### src/rtl/chirp_phase_acc_if.sv
// Output sample stream of the chirp phase accumulator toward the phase-to-amplitude stage.
interface chirp_phase_acc_if #(
   parameter int WIDTH = 16
);
   logic             out_valid;
   logic             out_ready;
   logic             out_last;
   logic [WIDTH-1:0] phase;

   modport master (
      output out_valid,
      output phase,
      output out_last,
      input  out_ready
   );

   modport slave (
      input  out_valid,
      input  phase,
      input  out_last,
      output out_ready
   );
endinterface

### src/rtl/chirp_phase_acc.sv
// LoRa chirp phase accumulator: phase += freq, freq += slope, one symbol of nsamp samples per start.
// Optional down-chirp support is built when CHIRP_PHASE_ACC_DOWN_EN is defined.
module chirp_phase_acc #(
   parameter int WIDTH = 16,
   parameter int MOD2X = 16384,
   parameter int FMAX  = 4096,
   parameter int CNT_W = 12
) (
   input  logic                    clk,
   input  logic                    rst_n,
   input  logic                    start,
   input  logic signed [WIDTH-1:0] freq0,
   input  logic signed [WIDTH-1:0] slope,
   input  logic [CNT_W-1:0]        nsamp,
   input  logic                    dir,
   output logic                    busy,
   chirp_phase_acc_if.master       out_if
);

   typedef enum logic {
      IDLE = 1'b0,
      RUN  = 1'b1
   } state_t;

   localparam logic signed [WIDTH:0] MOD2X_S    = (WIDTH+1)'(MOD2X);
   localparam logic signed [WIDTH:0] FMAX_S     = (WIDTH+1)'(FMAX);
   localparam logic signed [WIDTH:0] NEG_FMAX_S = -FMAX_S;
   localparam logic signed [WIDTH:0] FMAX2_S    = (WIDTH+1)'(2 * FMAX);

   state_t                  state_reg, state_next;
   logic signed [WIDTH-1:0] ph_reg, ph_next;
   logic signed [WIDTH-1:0] fr_reg, fr_next;
   logic signed [WIDTH-1:0] slp_reg, slp_next;
   logic [CNT_W-1:0]        cnt_reg, cnt_next;

   logic signed [WIDTH:0]   ph_sum, ph_wrap;
   logic signed [WIDTH:0]   fr_sum, fr_wrap;
   logic signed [WIDTH-1:0] slp_load;
   logic                    xfer;
   logic                    last;

   // Sums at WIDTH+1 bits never overflow; one correction step brings them back in range.
   always_comb begin
      ph_sum  = {ph_reg[WIDTH-1], ph_reg} + {fr_reg[WIDTH-1], fr_reg};
      ph_wrap = ph_sum;
      if (ph_sum[WIDTH]) begin
         ph_wrap = ph_sum + MOD2X_S;
      end else if (ph_sum >= MOD2X_S) begin
         ph_wrap = ph_sum - MOD2X_S;
      end

      fr_sum  = {fr_reg[WIDTH-1], fr_reg} + {slp_reg[WIDTH-1], slp_reg};
      fr_wrap = fr_sum;
      if (fr_sum >= FMAX_S) begin
         fr_wrap = fr_sum - FMAX2_S;
      end else if (fr_sum < NEG_FMAX_S) begin
         fr_wrap = fr_sum + FMAX2_S;
      end
   end

`ifdef CHIRP_PHASE_ACC_DOWN_EN
   // Negate at WIDTH+1 bits so that -(-FMAX) is representable before truncation.
   always_comb begin
      slp_load = slope;
      if (dir) begin
         slp_load = WIDTH'(-{slope[WIDTH-1], slope});
      end
   end
`else
   logic unused_dir;
   assign unused_dir = dir;
   assign slp_load   = slope;
`endif

   assign xfer = (state_reg == RUN) && out_if.out_ready;
   assign last = (cnt_reg == CNT_W'(1));

   always_comb begin
      state_next = state_reg;
      ph_next    = ph_reg;
      fr_next    = fr_reg;
      slp_next   = slp_reg;
      cnt_next   = cnt_reg;
      case (state_reg)
         IDLE: begin
            if (start) begin
               fr_next    = freq0;
               slp_next   = slp_load;
               cnt_next   = nsamp;
               state_next = RUN;
            end
         end
         RUN: begin
            if (xfer) begin
               ph_next  = WIDTH'(ph_wrap);
               fr_next  = WIDTH'(fr_wrap);
               cnt_next = cnt_reg - CNT_W'(1);
               if (last) begin
                  // A start on the final transfer chains the next symbol with no bubble.
                  if (start) begin
                     fr_next  = freq0;
                     slp_next = slp_load;
                     cnt_next = nsamp;
                  end else begin
                     state_next = IDLE;
                  end
               end
            end
         end
         default: state_next = IDLE;
      endcase
   end

   always_ff @(posedge clk) begin
      if (!rst_n) begin
         state_reg <= IDLE;
         ph_reg    <= '0;
         fr_reg    <= '0;
         slp_reg   <= '0;
         cnt_reg   <= '0;
      end else begin
         state_reg <= state_next;
         ph_reg    <= ph_next;
         fr_reg    <= fr_next;
         slp_reg   <= slp_next;
         cnt_reg   <= cnt_next;
      end
   end

   assign out_if.out_valid = (state_reg == RUN);
   assign out_if.phase     = ph_reg;
   assign out_if.out_last  = (state_reg == RUN) && last;
   assign busy             = (state_reg == RUN);

endmodule
### src/flat_wrapper.sv
// flat-port wrapper written by rule: the top's interface ports become plain ports
module chirp_phase_acc_flat 
#(
   parameter int WIDTH = 16,
   parameter int MOD2X = 16384,
   parameter int FMAX  = 4096,
   parameter int CNT_W = 12
)
  (clk, rst_n, start, freq0, slope, nsamp, dir, busy, out_if_out_valid, out_if_phase, out_if_out_last, out_if_out_ready);
  chirp_phase_acc_if #(.WIDTH(WIDTH)) out_if_i ();
  input  logic clk;
  input  logic rst_n;
  input  logic start;
  input  logic signed [WIDTH-1:0] freq0;
  input  logic signed [WIDTH-1:0] slope;
  input  logic [CNT_W-1:0] nsamp;
  input  logic dir;
  output logic busy;
  output wire logic [$bits(out_if_i.out_valid)-1:0] out_if_out_valid;
  output wire logic [$bits(out_if_i.phase)-1:0] out_if_phase;
  output wire logic [$bits(out_if_i.out_last)-1:0] out_if_out_last;
  input wire logic [$bits(out_if_i.out_ready)-1:0] out_if_out_ready;
  assign out_if_out_valid = out_if_i.out_valid;
  assign out_if_phase = out_if_i.phase;
  assign out_if_out_last = out_if_i.out_last;
  assign out_if_i.out_ready = out_if_out_ready;
  chirp_phase_acc #(.WIDTH(WIDTH), .MOD2X(MOD2X), .FMAX(FMAX), .CNT_W(CNT_W)) u_core (.clk(clk), .rst_n(rst_n), .start(start), .freq0(freq0), .slope(slope), .nsamp(nsamp), .dir(dir), .busy(busy), .out_if(out_if_i));
endmodule
### config.mk
export PLATFORM = sky130hd
export DESIGN_NAME = chirp_phase_acc_flat
export DESIGN_NICKNAME = d
export VERILOG_FILES = /design/src/rtl/chirp_phase_acc_if.sv /design/src/rtl/chirp_phase_acc.sv /design/src/flat_wrapper.sv
export SDC_FILE = /design/constraint.sdc
export NUM_CORES = 1
export LEC_CHECK = 0
export CORE_ASPECT_RATIO = 0.7
export CORE_MARGIN = 2
export CORE_UTILIZATION = 29
export CTS_BUF_LIST = sky130_fd_sc_hd__clkbuf_8
export DETAILED_ROUTE_END_ITERATION = 16
export SETUP_SLACK_MARGIN = 0.3
export SLEW_MARGIN = 25
export SYNTH_ARGS = -nofsm -noshare
export SYNTH_HDL_FRONTEND = slang
export SYNTH_SLANG_ARGS = --single-unit
### constraint.sdc
create_clock -name clk -period 4.1 [get_ports clk]
set_input_delay 0.615 -clock clk [delete_from_list [all_inputs] [get_ports clk]]
set_output_delay 0.615 -clock clk [all_outputs]
set_load 0.02 [all_outputs]
==> results of run 1 <==
[area by class of cell]
class,instances,area [µm²]
Fill cell,1485,9230
Multi-Input combinational cell,456,3090
Sequential cell,61,1220
Timing Repair Buffer,78,751
Tap cell,195,244
Clock buffer,12,165
Inverter,20,75.1
Clock inverter,2,33.8
[power by group]
part / switching (mW) / internal (mW) / leakage, nW
Clock: 0.241 / 0.322 / 0.106
Combinational: 0.341 / 0.267 / 1.63
Sequential: 0.0552 / 0.640 / 0.502
Total: 0.637 / 1.23 / 2.24
[worst max-delay path: stages, from the launching register on]
cell and delay (ps):
dfxtp_2 360, ha_1 170, inv_1 60, fa_1 390, nor2b_1 140, o21ai_1 110, a21oi_2 190, o2111ai_2 170
a31oi_2 230, a21oi_1 100, nor2b_1 120, o31a_1 230, ha_1 200, nand4b_1 110, nor4_2 230, nand4_1 130
nor3_2 150, a41oi_2 170, o31ai_1 250
[cell usage after synthesis, types with 8 or more instances]
library cell and number:
nand2b_1 9, xor2_1 9, nand3_1 14, clkbuf_1 18, a311oi_1 9, o21ai_0 38, nor2_1 67, mux2i_1 19
ha_1 36, nor3_1 10, a21oi_1 46, xnor2_1 16, a211oi_1 9, nand2_1 70, a31oi_1 8, dfxtp_1 61
inv_1 19
[how the worst min path moves through the flow]
stage,startpoint,cells after the start,to
after floorplan,u_core.cnt_reg[10],2,u_core.cnt_reg[10]
after global placement,u_core.cnt_reg[10],2,u_core.cnt_reg[10]
after detailed placement,u_core.out_if.phase[5],2,u_core.out_if.phase[5]
after CTS,u_core.out_if.phase[5],2,u_core.out_if.phase[5]
after global routing,u_core.out_if.phase[5],2,u_core.out_if.phase[5]
final,u_core.out_if.phase[0],2,u_core.out_if.phase[0]
[repair_timing]
action	4_1_cts	5_1_grt
pin swaps	1	7
endpoints found under the setup margin	4	5
setup buffers	0	5
gates resized for setup	3	18
[through the flow]
stage	worst slack (ps)	instance area [µm²]	std cells	util, %	hold slack [ps]
floorplan	484	4420	561	-	456
global placement	212	5250	805	35.4	476
detailed placement	206	5260	805	35.5	483
CTS	300	5470	819	36.9	494
global route	289	5590	824	37.7	536
finish	481	5590	824	37.7	485
[layer usage]
layer,up-vias,share of wire [%],GRT usage [%],wire length [µm]
li1,2157,-,-,-
met1,2075,51,23.5,6530
met2,122,43,23.8,5500
met3,12,5.8,3.81,744
met4,0,1.0,4.63,131
met5,-,0,0,0
[kinds of logic (layout without fill, tap and decap cells)]
logic type | after synthesis | in the layout | synth area share (%)
xor gates and xnor gates | 26 | 26 | 5.58
AOI/OAI and AO/OA | 163 | 163 | 24.9
and+or+nand+nor | 210 | 210 | 21.8
DFF | 61 | 61 | 27.6
buffers and inverters | 44 | 112 | 4.78
adders and majority gates | 38 | 38 | 11.1
muxes | 19 | 19 | 4.30
[placed cells by master (no fill, tap or decap), types with 6 or more instances in the layout]
master,instances
nand2b_1,9
a21oi_1,44
nor3_1,9
a311oi_1,9
a31oi_1,6
nand3_1,14
clkdlybuf4s50_1,66
o21ai_0,36
buf_4,12
nand2_1,69
nor2_1,67
dfxtp_1,58
mux2i_1,19
ha_1,35
xnor2_1,16
xor2_1,9
clkbuf_8,12
inv_1,20
a211oi_1,8
==> results.md, run 1 <==
* Run status: completed
* Number of nets in the synthesized netlist at 648
* Number of enable flip-flop cells after synthesis at 0
* First-pass GRT wire length at 20.5 mm
* Number of antenna cells inserted at 0
* Area enclosed by the die boundary at 16300 µm²
* Post-Route Skew at 9.53 ps
* TritonCTS sink count at 61
* CTS Buffer Depth at 2
* Floorplan die height at 107 µm
* Worst setup path endpoint: u_core.out_if.phase[14]
* Period utilisation layout at 88.3%
* Average vias per placed instance at 5.30
* Async set or reset register ratio after synthesis at 0%
* # rows at 37
* Sort of element at the end of the critical path: register
* Max-slew headroom at the worst pin at 46.6%
* Synth area leader: dfxtp_1
* Final routed wirelength across all metal layers at 12.9 mm
* Number of endpoints failing setup at the final stage at 0
* Setup slack of the most critical reg-to-reg path at 480 ps
* Critical Setup Path Class: reg2reg
* RR Endpoint: u_core.out_if.phase[14]
* Post-layout total power at 1.87 mW
* Core area at 14800 µm²
* Layout cell share with drive strength beyond 1 at 10.3%
* Remaining antenna violation count at 0
* Crit path arrival time at 3880 ps
* H-tree depth at 3
* TritonCTS buffer count at 9
* Initial drt markers at 355
* DP HPWL at 9.76 mm
* Layout net count at 713
* Hold Violations, Final at 0
* Initial cell density of the core at 29.8%
* Setup crit start: u_core.fr_reg[0]
* Worst r2r path cells at 18
* Slew Viols, Final at 0
* Final routed DRC violation total at 0
* Final Wtd Congestion at 0.904
* Layout overhead on the synthesized area at 26.4%
* Number of global-route vias before repair at 4167
* Horizontal die dimension at 152 µm
* Startpoint type of the worst setup path: register
* Post-synth top flop: dfxtp_1
* Mapped Cells at 561
* I/O pin count at 68
* Global route overflow at 0
* Origin of the critical flop-to-flop path: u_core.fr_reg[0]
* Power density over the cells at 334 nW/µm²
* Initial antenna violation count at 0
* Accumulated negative setup slack at 0 ps
* Post-synthesis instance area at 4420 µm²
* Wire length per cell at 15.7 µm
* DRT Pass-1 Iters at 5
* Warnings, synthesis at 0
* Share of the synthesized area in the top cell type at 27.6%
* Peak supply drop at 0.140 mV
* RSZ-0062 raised after global routing: false
* Post-CTS Hold Buffers at 0
* Largest net degree at the start of global routing at 35
* Max Fanout on Critical Path at 3
* Per-instance average area after synthesis at 7.88 µm²
* Max-capacitance violation count at 0
* TritonCTS clock tree: done
* Total routing resource utilization after global routing at 16.2%
* Critical path data required time at 4360 ps
* Part of the Yosys area used for sequential elements at 27.6%
* Area contributors post-synth: dfxtp_1 28%, ha_1 10%, nand2_1 5.9%, nor2_1 5.7%, a21oi_1 5.2%
* Worst-skew pair later-pin latency at 350 ps
* Tightest Hold Check Type: reg2reg
* Max Clk Rate at 276 MHz
* Reported leakage power at 2.24 nW
* Via count of the routed design at 4366
* Worst-Margin Slew at 801 ps
* Count of input and output buffers at 66
* Clock-pin slew reported for the worst setup and hold paths after clock tree synthesis at 70 ps
* Min cycle time layout at 3620 ps
* Flop and latch count out of synthesis at 61
* Root buf cell: clkbuf_8
* Distinct cell type count after synthesis at 66
(Power assumes the default switching activity.)
==> inputs of run 2 (changes only) <==
--- a/config.mk
+++ b/config.mk
@@ -8,3 +8,3 @@
 export CORE_ASPECT_RATIO = 0.7
-export CORE_MARGIN = 2
+export CORE_MARGIN = 3
 export CORE_UTILIZATION = 29
--- a/constraint.sdc
+++ b/constraint.sdc
@@ -3,2 +3,2 @@
 set_output_delay 0.615 -clock clk [all_outputs]
-set_load 0.02 [all_outputs]
+set_load 0.1 [all_outputs]
==> results.md, run 2 (same netlist as run 1, synthesis figures left out) <==
* Run status: completed
* Top library cells by usage in the layout, fill and taps aside: 70 x nand2_1, 67 x nor2_1, 65 x clkdlybuf4s50_1
* Worst Hold Path EP: u_core.out_if.phase[5]
* Period utilisation layout at 87.4% (-0.91 points)
* Master of the slowest instance on the critical path: fa_1
* Via count of the routed design at 4290 (-1.7%)
* Global route overflow at 0 (unchanged)
* CTS Buffer Depth at 2 (unchanged)
* Slew Viols, Final at 0 (unchanged)
* Min cycle time layout at 3580 ps (-37.2 ps)
* Crit path arrival time at 3840 ps (-40 ps)
* Initial antenna violation count at 0 (unchanged)
* Reported leakage power at 2.22 nW (-0.69%)
* Setup slack of the most critical reg-to-reg path at 520 ps (+40 ps)
* Critical path data required time at 4360 ps (about the same)
* Internal Pwr Total at 1.16 mW (-5.8%)
* RSZ-0062 raised after global routing: false
* Area enclosed by the die boundary at 16800 µm² (+3.2%)
* Number of endpoints failing setup at the final stage at 0 (unchanged)
* Worst r2r path cells at 18 (unchanged)
* Setup Slack @ Placement at 206 ps (-0.250 ps)
* Initial drt markers at 284 (-20%)
* Largest net degree at the start of global routing at 35 (unchanged)
* Total routing resource utilization after global routing at 15.1% (-1.0 points)
* Final Wtd Congestion at 0.861 (-4.8%)
* Core occupancy in the finished layout at 37.7% (about the same)
* FILL cells at 1517 (+2.2%)
* TritonCTS sink count at 61 (unchanged)
* H-tree depth at 3 (unchanged)
* Post-route design area at 5590 µm² (about the same)
* Clock-pin slew reported for the worst setup and hold paths after clock tree synthesis at 70 ps (about the same)
* Average vias per placed instance at 5.19 (-2.0%)
* Accumulated negative setup slack at 0 ps (unchanged)
* Worst-Margin Slew at 1000 ps (+201 ps)
* Hold Violations, Final at 0 (unchanged)
* Startpoint type of the worst setup path: register
* I/O pin count at 68 (unchanged)
* Crit-path max cell delay at 390 ps (about the same)
* Power spent charging and discharging nets at 0.707 mW (+11%)
* Seq pwr share at 37.3% (about the same)
* Max Clk Rate at 279 MHz (+1.0%)
* Layout overhead on the synthesized area at 26.5% (about the same)
* Initial cell density of the core at 29.8% (unchanged)
* CP Cell Sequence: ha_4 -> inv_1 -> fa_1 -> nor2b_1 -> o21ai_1 -> a21oi_2 -> o2111ai_2 -> a31oi_2 -> a21oi_1 -> nor2b_1 -> o31a_1 -> ha_2 -> nand4b_1 -> nor4_2 -> nand4_1 -> nor3_2 -> a41oi_2 -> o31ai_1
* DRT Pass-1 Iters at 5 (unchanged)
* Number of antenna cells inserted at 0 (unchanged)
* Most frequent standard cell in the layout excluding fill and tap cells: nand2_1
* Floorplan die height at 109 µm (+1.9%)
* Hold path startpoint: u_core.out_if.phase[5]
* Max-capacitance violation count at 0 (unchanged)
* RR Endpoint: u_core.out_if.phase[14]
* Critical Setup Path Class: reg2reg
* Remaining antenna violation count at 0 (unchanged)
* Final routed DRC violation total at 0 (unchanged)
* Peak supply drop at 0.145 mV (+3.7%)
* Post-Route Skew at 14.6 ps (+5.11 ps)
* Layout cell share with drive strength beyond 1 at 11.7% (+1.4 points)
* Sw frac at 37.9% (+3.8 points)
* Placed inst area at 5270 µm² (+0.17%)
* Final routed wirelength across all metal layers at 12.9 mm (about the same)
* Worst-skew pair later-pin latency at 350 ps (about the same)
* Portion of total power attributed to combinational logic at 35.9% (+3.3 points)
* Root buf cell: clkbuf_8
* Horizontal die dimension at 154 µm (+1.3%)
* # rows at 37 (unchanged)
* TritonCTS clock tree: done
* DP HPWL at 9.91 mm (+1.6%)
* Post-layout total power at 1.86 mW (about the same)
* Layout net count at 713 (unchanged)
* Area of the multi-input gates at 3120 µm² (+0.73%)
* Wire length per cell at 15.6 µm (-0.33%)
* TritonCTS buffer count at 9 (unchanged)
* Setup slack after layout at 518 ps (+37.2 ps)
* Most frequent CP cell: nor2b_1
* Sort of element at the end of the critical path: register
* Core area at 14800 µm² (unchanged)
* Worst hold stages at 2 (unchanged)
* Portion of total power attributed to the clock network at 26.8% (-3.4 points)
* First-pass GRT wire length at 20.5 mm (-0.44%)
* Number of global-route vias before repair at 4069 (-2.4%)
* Power density over the cells at 333 nW/µm² (-0.16%)
* Tightest Hold Check Type: reg2reg
* Origin of the critical flop-to-flop path: u_core.out_if.phase[0]
* Storage element area at 1230 µm² (+0.31%)
* Max Fanout on Critical Path at 3 (unchanged)
* Count of input and output buffers at 66 (unchanged)
* Max-slew headroom at the worst pin at 33.0% (-14 points)
## run 2: changes by cell type in the layout (fill, tap and decap cells not counted), moves of 2 or more
cell / delta
clkinvlp_4: +2
ha_2: +2
ha_1: -3
a21oi_2: +2
dfxtp_2: +3
dfxtp_1: -3
a21oi_1: -2
## run 2: critical path: cells and delay by family, from the launching register on
kind,cells,cell delay [ps]
AND/OR/NAND/NOR,6,880
adder cells (fa/ha/maj),3,740
flip-flops,1,370
buffers and inverters,1,40
AO/OA/AOI/OAI,8,1440
## run 2: worst max path at each step
stage,start,to,slack (ps),depth (start not counted)
after floorplan,u_core.out_if.phase[2],u_core.out_if.phase[15],310,15
after detailed placement,u_core.fr_reg[0],u_core.fr_reg[13],210,16
after CTS,u_core.fr_reg[0],u_core.fr_reg[13],300,16
after global placement,u_core.fr_reg[0],u_core.fr_reg[13],230,16
after global routing,u_core.out_if.phase[0],u_core.out_if.phase[14],290,18
final,u_core.out_if.phase[0],u_core.out_if.phase[14],520,18
## run 2: cell type report
| class | instances | share of cell area, % |
|---|---|---|
| inverters | 20 | 1.34 |
| clock inverters | 5 | 0.492 |
| flip-flops and latches | 61 | 22.0 |
| clock buffers | 11 | 2.71 |
| multi-input cells | 456 | 55.7 |
| repair buffers | 78 | 13.4 |
| well taps | 195 | 4.36 |
## run 2: metal layers
layer / part of all wire, % / GRT usage [%] / wire [µm] / up-vias
met3: 6.4 / 3.58 / 820 / 21
met5: 0 / 0 / 0 / -
li1: - / - / - / 2154
met1: 50 / 21.7 / 6480 / 1982
met4: 1.3 / 4.16 / 172 / 0
met2: 42 / 22.8 / 5420 / 133
## run 2: power by group through the flow
stage | registers, mW | logic [mW] | clock network, mW
floorplan | 0.745 | 0.418 | 0
global placement | 0.705 | 0.625 | 0
detailed placement | 0.707 | 0.642 | 0
CTS | 0.693 | 0.645 | 0.513
global route | 0.702 | 0.736 | 0.542
finish | 0.696 | 0.669 | 0.500
## run 2: timing repair
item / 4_1_cts / 5_1_grt
endpoints found under the setup margin: 4 / 5
pin swaps: 0 / 16
hold buffers: 0 / 0
resized for setup: 2 / 25
hold endpoints to repair: 0 / 0
setup buffers: 0 / 3
## run 2: through the flow
step           hold WS, ps  instances
2_1_floorplan          456        561
3_3_place_gp           469        807
3_5_place_dp           474        807
4_1_cts                485        823
5_1_grt                499        826
6_report               484        826
==> inputs of run 3 (changes only) <==
SLEW_MARGIN = 20   (was 25)
==> results.md, run 3 (same netlist as run 1, synthesis figures left out) <==
* Number of cells after detailed placement at 807 (unchanged)
* TritonCTS sink count at 61 (unchanged)
* Sort of element at the end of the critical path: register
* Origin of the critical flop-to-flop path: u_core.out_if.phase[0]
* First-pass GRT wire length at 20.5 mm (unchanged)
* Setup slack of the most critical reg-to-reg path at 490 ps (-30 ps)
* Min cycle time layout at 3610 ps (+31.0 ps)
* Most frequent standard cell in the layout excluding fill and tap cells: nand2_1
* Largest net degree at the start of global routing at 35 (unchanged)
* Layout overhead on the synthesized area at 26.3%
* Post-CTS Hold Buffers at 0 (unchanged)
* Worst Hold Path EP: u_core.out_if.phase[5]
* Number of endpoints failing setup at the final stage at 0 (unchanged)
* Worst hold stages at 2 (unchanged)
* Top library cells by usage in the layout, fill and taps aside: 70 x nand2_1, 67 x nor2_1, 65 x clkdlybuf4s50_1
* Seq pwr share at 37.4% (about the same)
* Wire length per cell at 15.6 µm (about the same)
* TritonCTS buffer count at 9 (unchanged)
* Post-Route Skew at 12.7 ps (-1.93 ps)
* Number of antenna cells inserted at 0 (unchanged)
* Layout cell share with drive strength beyond 1 at 11.7% (unchanged)
* Crit path arrival time at 3870 ps (+30 ps)
* Total routing resource utilization after global routing at 15.1% (unchanged)
* Max-slew headroom at the worst pin at 28.2% (-4.8 points)
* Root buf cell: clkbuf_8
* Slew Viols, Final at 0 (unchanged)
* Critical path data required time at 4360 ps (about the same)
* CTS Buffer Depth at 2 (unchanged)
* H-tree depth at 3 (unchanged)
* Global route overflow at 0 (unchanged)
* I/O pin count at 68 (unchanged)
* Average vias per placed instance at 5.15 (-0.77%)
* Reported leakage power at 2.22 nW (about the same)
* Run status: completed
* Core occupancy in the finished layout at 37.7% (-0.051 points)
* Portion of total power attributed to combinational logic at 35.9% (about the same)
* Hold slack at 485 ps (+0.850 ps)
* Count of input and output buffers at 66 (unchanged)
* Internal Pwr Total at 1.16 mW (about the same)
* Peak supply drop at 0.144 mV (-1.3%)
* Hold Violations, Final at 0 (unchanged)
* Worst-skew pair later-pin latency at 350 ps (about the same)
* Sw frac at 37.9% (about the same)
* Worst r2r path cells at 18 (unchanged)
* Floorplan die height at 109 µm (unchanged)
* Initial antenna violation count at 0 (unchanged)
* Core area at 14800 µm² (unchanged)
* Area enclosed by the die boundary at 16800 µm² (unchanged)
* Horizontal die dimension at 154 µm (unchanged)
* Final routed DRC violation total at 0 (unchanged)
* DRT Pass-1 Iters at 5 (unchanged)
* Clock-pin slew reported for the worst setup and hold paths after clock tree synthesis at 70 ps (about the same)
* Max Fanout on Critical Path at 3 (unchanged)
* Number of global-route vias before repair at 4069 (unchanged)
* Period utilisation layout at 88.1% (+0.76 points)
* Tightest Hold Check Type: reg2reg
* Max Clk Rate at 277 MHz (-0.86%)
* Startpoint type of the worst setup path: register
* Hold path startpoint: u_core.out_if.phase[5]
* DP HPWL at 9.91 mm (unchanged)
* Power spent charging and discharging nets at 0.707 mW (about the same)
* Max-capacitance violation count at 0 (unchanged)
* Remaining antenna violation count at 0 (unchanged)
* Final routed wirelength across all metal layers at 12.9 mm (about the same)
* TritonCTS clock tree: done
* # rows at 37 (unchanged)
* Final Wtd Congestion at 0.861 (unchanged)
* Accumulated negative setup slack at 0 ps (unchanged)
* Portion of total power attributed to the clock network at 26.8% (about the same)
* RSZ-0062 raised after global routing: false
* Power density over the cells at 334 nW/µm² (+0.10%)
* RR Endpoint: u_core.out_if.phase[14]
* Worst-Margin Slew at 1080 ps (+75.0 ps)
* Layout net count at 713 (unchanged)
* Count of placed standard cells in the final layout, fillers left out at 826 (unchanged)
* Initial cell density of the core at 29.8% (unchanged)
* Critical Setup Path Class: reg2reg
* Initial drt markers at 295 (+3.9%)
* Via count of the routed design at 4257 (-0.77%)
run 3: cell counts in the layout (fill, tap and decap cells not counted):
Identical to the previous run, type by type.
run 3: how the worst max path moves through the flow:
| stage | startpoint | end | slack (ps) | depth (start not counted) |
|---|---|---|---|---|
| after floorplan | u_core.out_if.phase[2] | u_core.out_if.phase[15] | 310 | 15 |
| after global placement | u_core.fr_reg[0] | u_core.fr_reg[13] | 230 | 16 |
| after detailed placement | u_core.fr_reg[0] | u_core.fr_reg[13] | 210 | 16 |
| after CTS | u_core.fr_reg[0] | u_core.fr_reg[13] | 300 | 16 |
| after global routing | u_core.out_if.phase[0] | u_core.out_if.phase[14] | 290 | 18 |
| final | u_core.out_if.phase[0] | u_core.out_if.phase[14] | 490 | 18 |
run 3: worst max-delay path, stage by stage (launching register included):
cell and delay [ps]:
dfxtp_2 370, ha_4 150, inv_1 40, fa_1 390
nor2b_1 150, o21ai_1 110, a21oi_2 200, o2111ai_2 160
a31oi_2 260, a21oi_1 110, nor2b_1 120, o31a_1 200
ha_2 200, nand4b_1 110, nor4_2 160, nand4_1 150
nor3_2 200, a41oi_2 150, o31ai_1 280
run 3: area by class of cell:
type                    count  area (µm²)
flip-flops and latches     61        1230
multi-input cells         456        3110
well taps                 195         244
clock buffers              11         151
fillers                  1519        9230
clock inverters             5        27.5
repair buffers             78         748
inverters                  20        75.1
run 3: power by group through the flow:
stage / clock, mW / combinational [mW] / sequential [mW]
after global placement: 0 / 0.625 / 0.705
after CTS: 0.513 / 0.645 / 0.693
after detailed placement: 0 / 0.642 / 0.707
after global routing: 0.542 / 0.736 / 0.702
final: 0.499 / 0.668 / 0.696
after floorplan: 0 / 0.418 / 0.745
run 3: repair_timing:
item / 4_1_cts / 5_1_grt
setup endpoints to repair: 4 / 5
setup buffers: 0 / 3
resized for setup: 2 / 25
endpoints found under the hold margin: 0 / 0
pin swaps: 0 / 16
run 3: per-stage QoR:
stage / power (mW) / worst slack, ps / instance area, µm²
3_5_place_dp: 1.35 / 206 / 5270
2_1_floorplan: 1.16 / 309 / 4420
4_1_cts: 1.85 / 297 / 5460
5_1_grt: 1.98 / 289 / 5580
3_3_place_gp: 1.33 / 230 / 5270
6_report: 1.86 / 487 / 5580
run 3: layer usage:
layer	global-route usage, %	vias up	part of all wire [%]
li1	-	2149	-
met5	0	-	0
met1	21.7	1961	51
met3	3.58	15	6.1
met2	22.8	132	42
met4	4.16	0	1.2
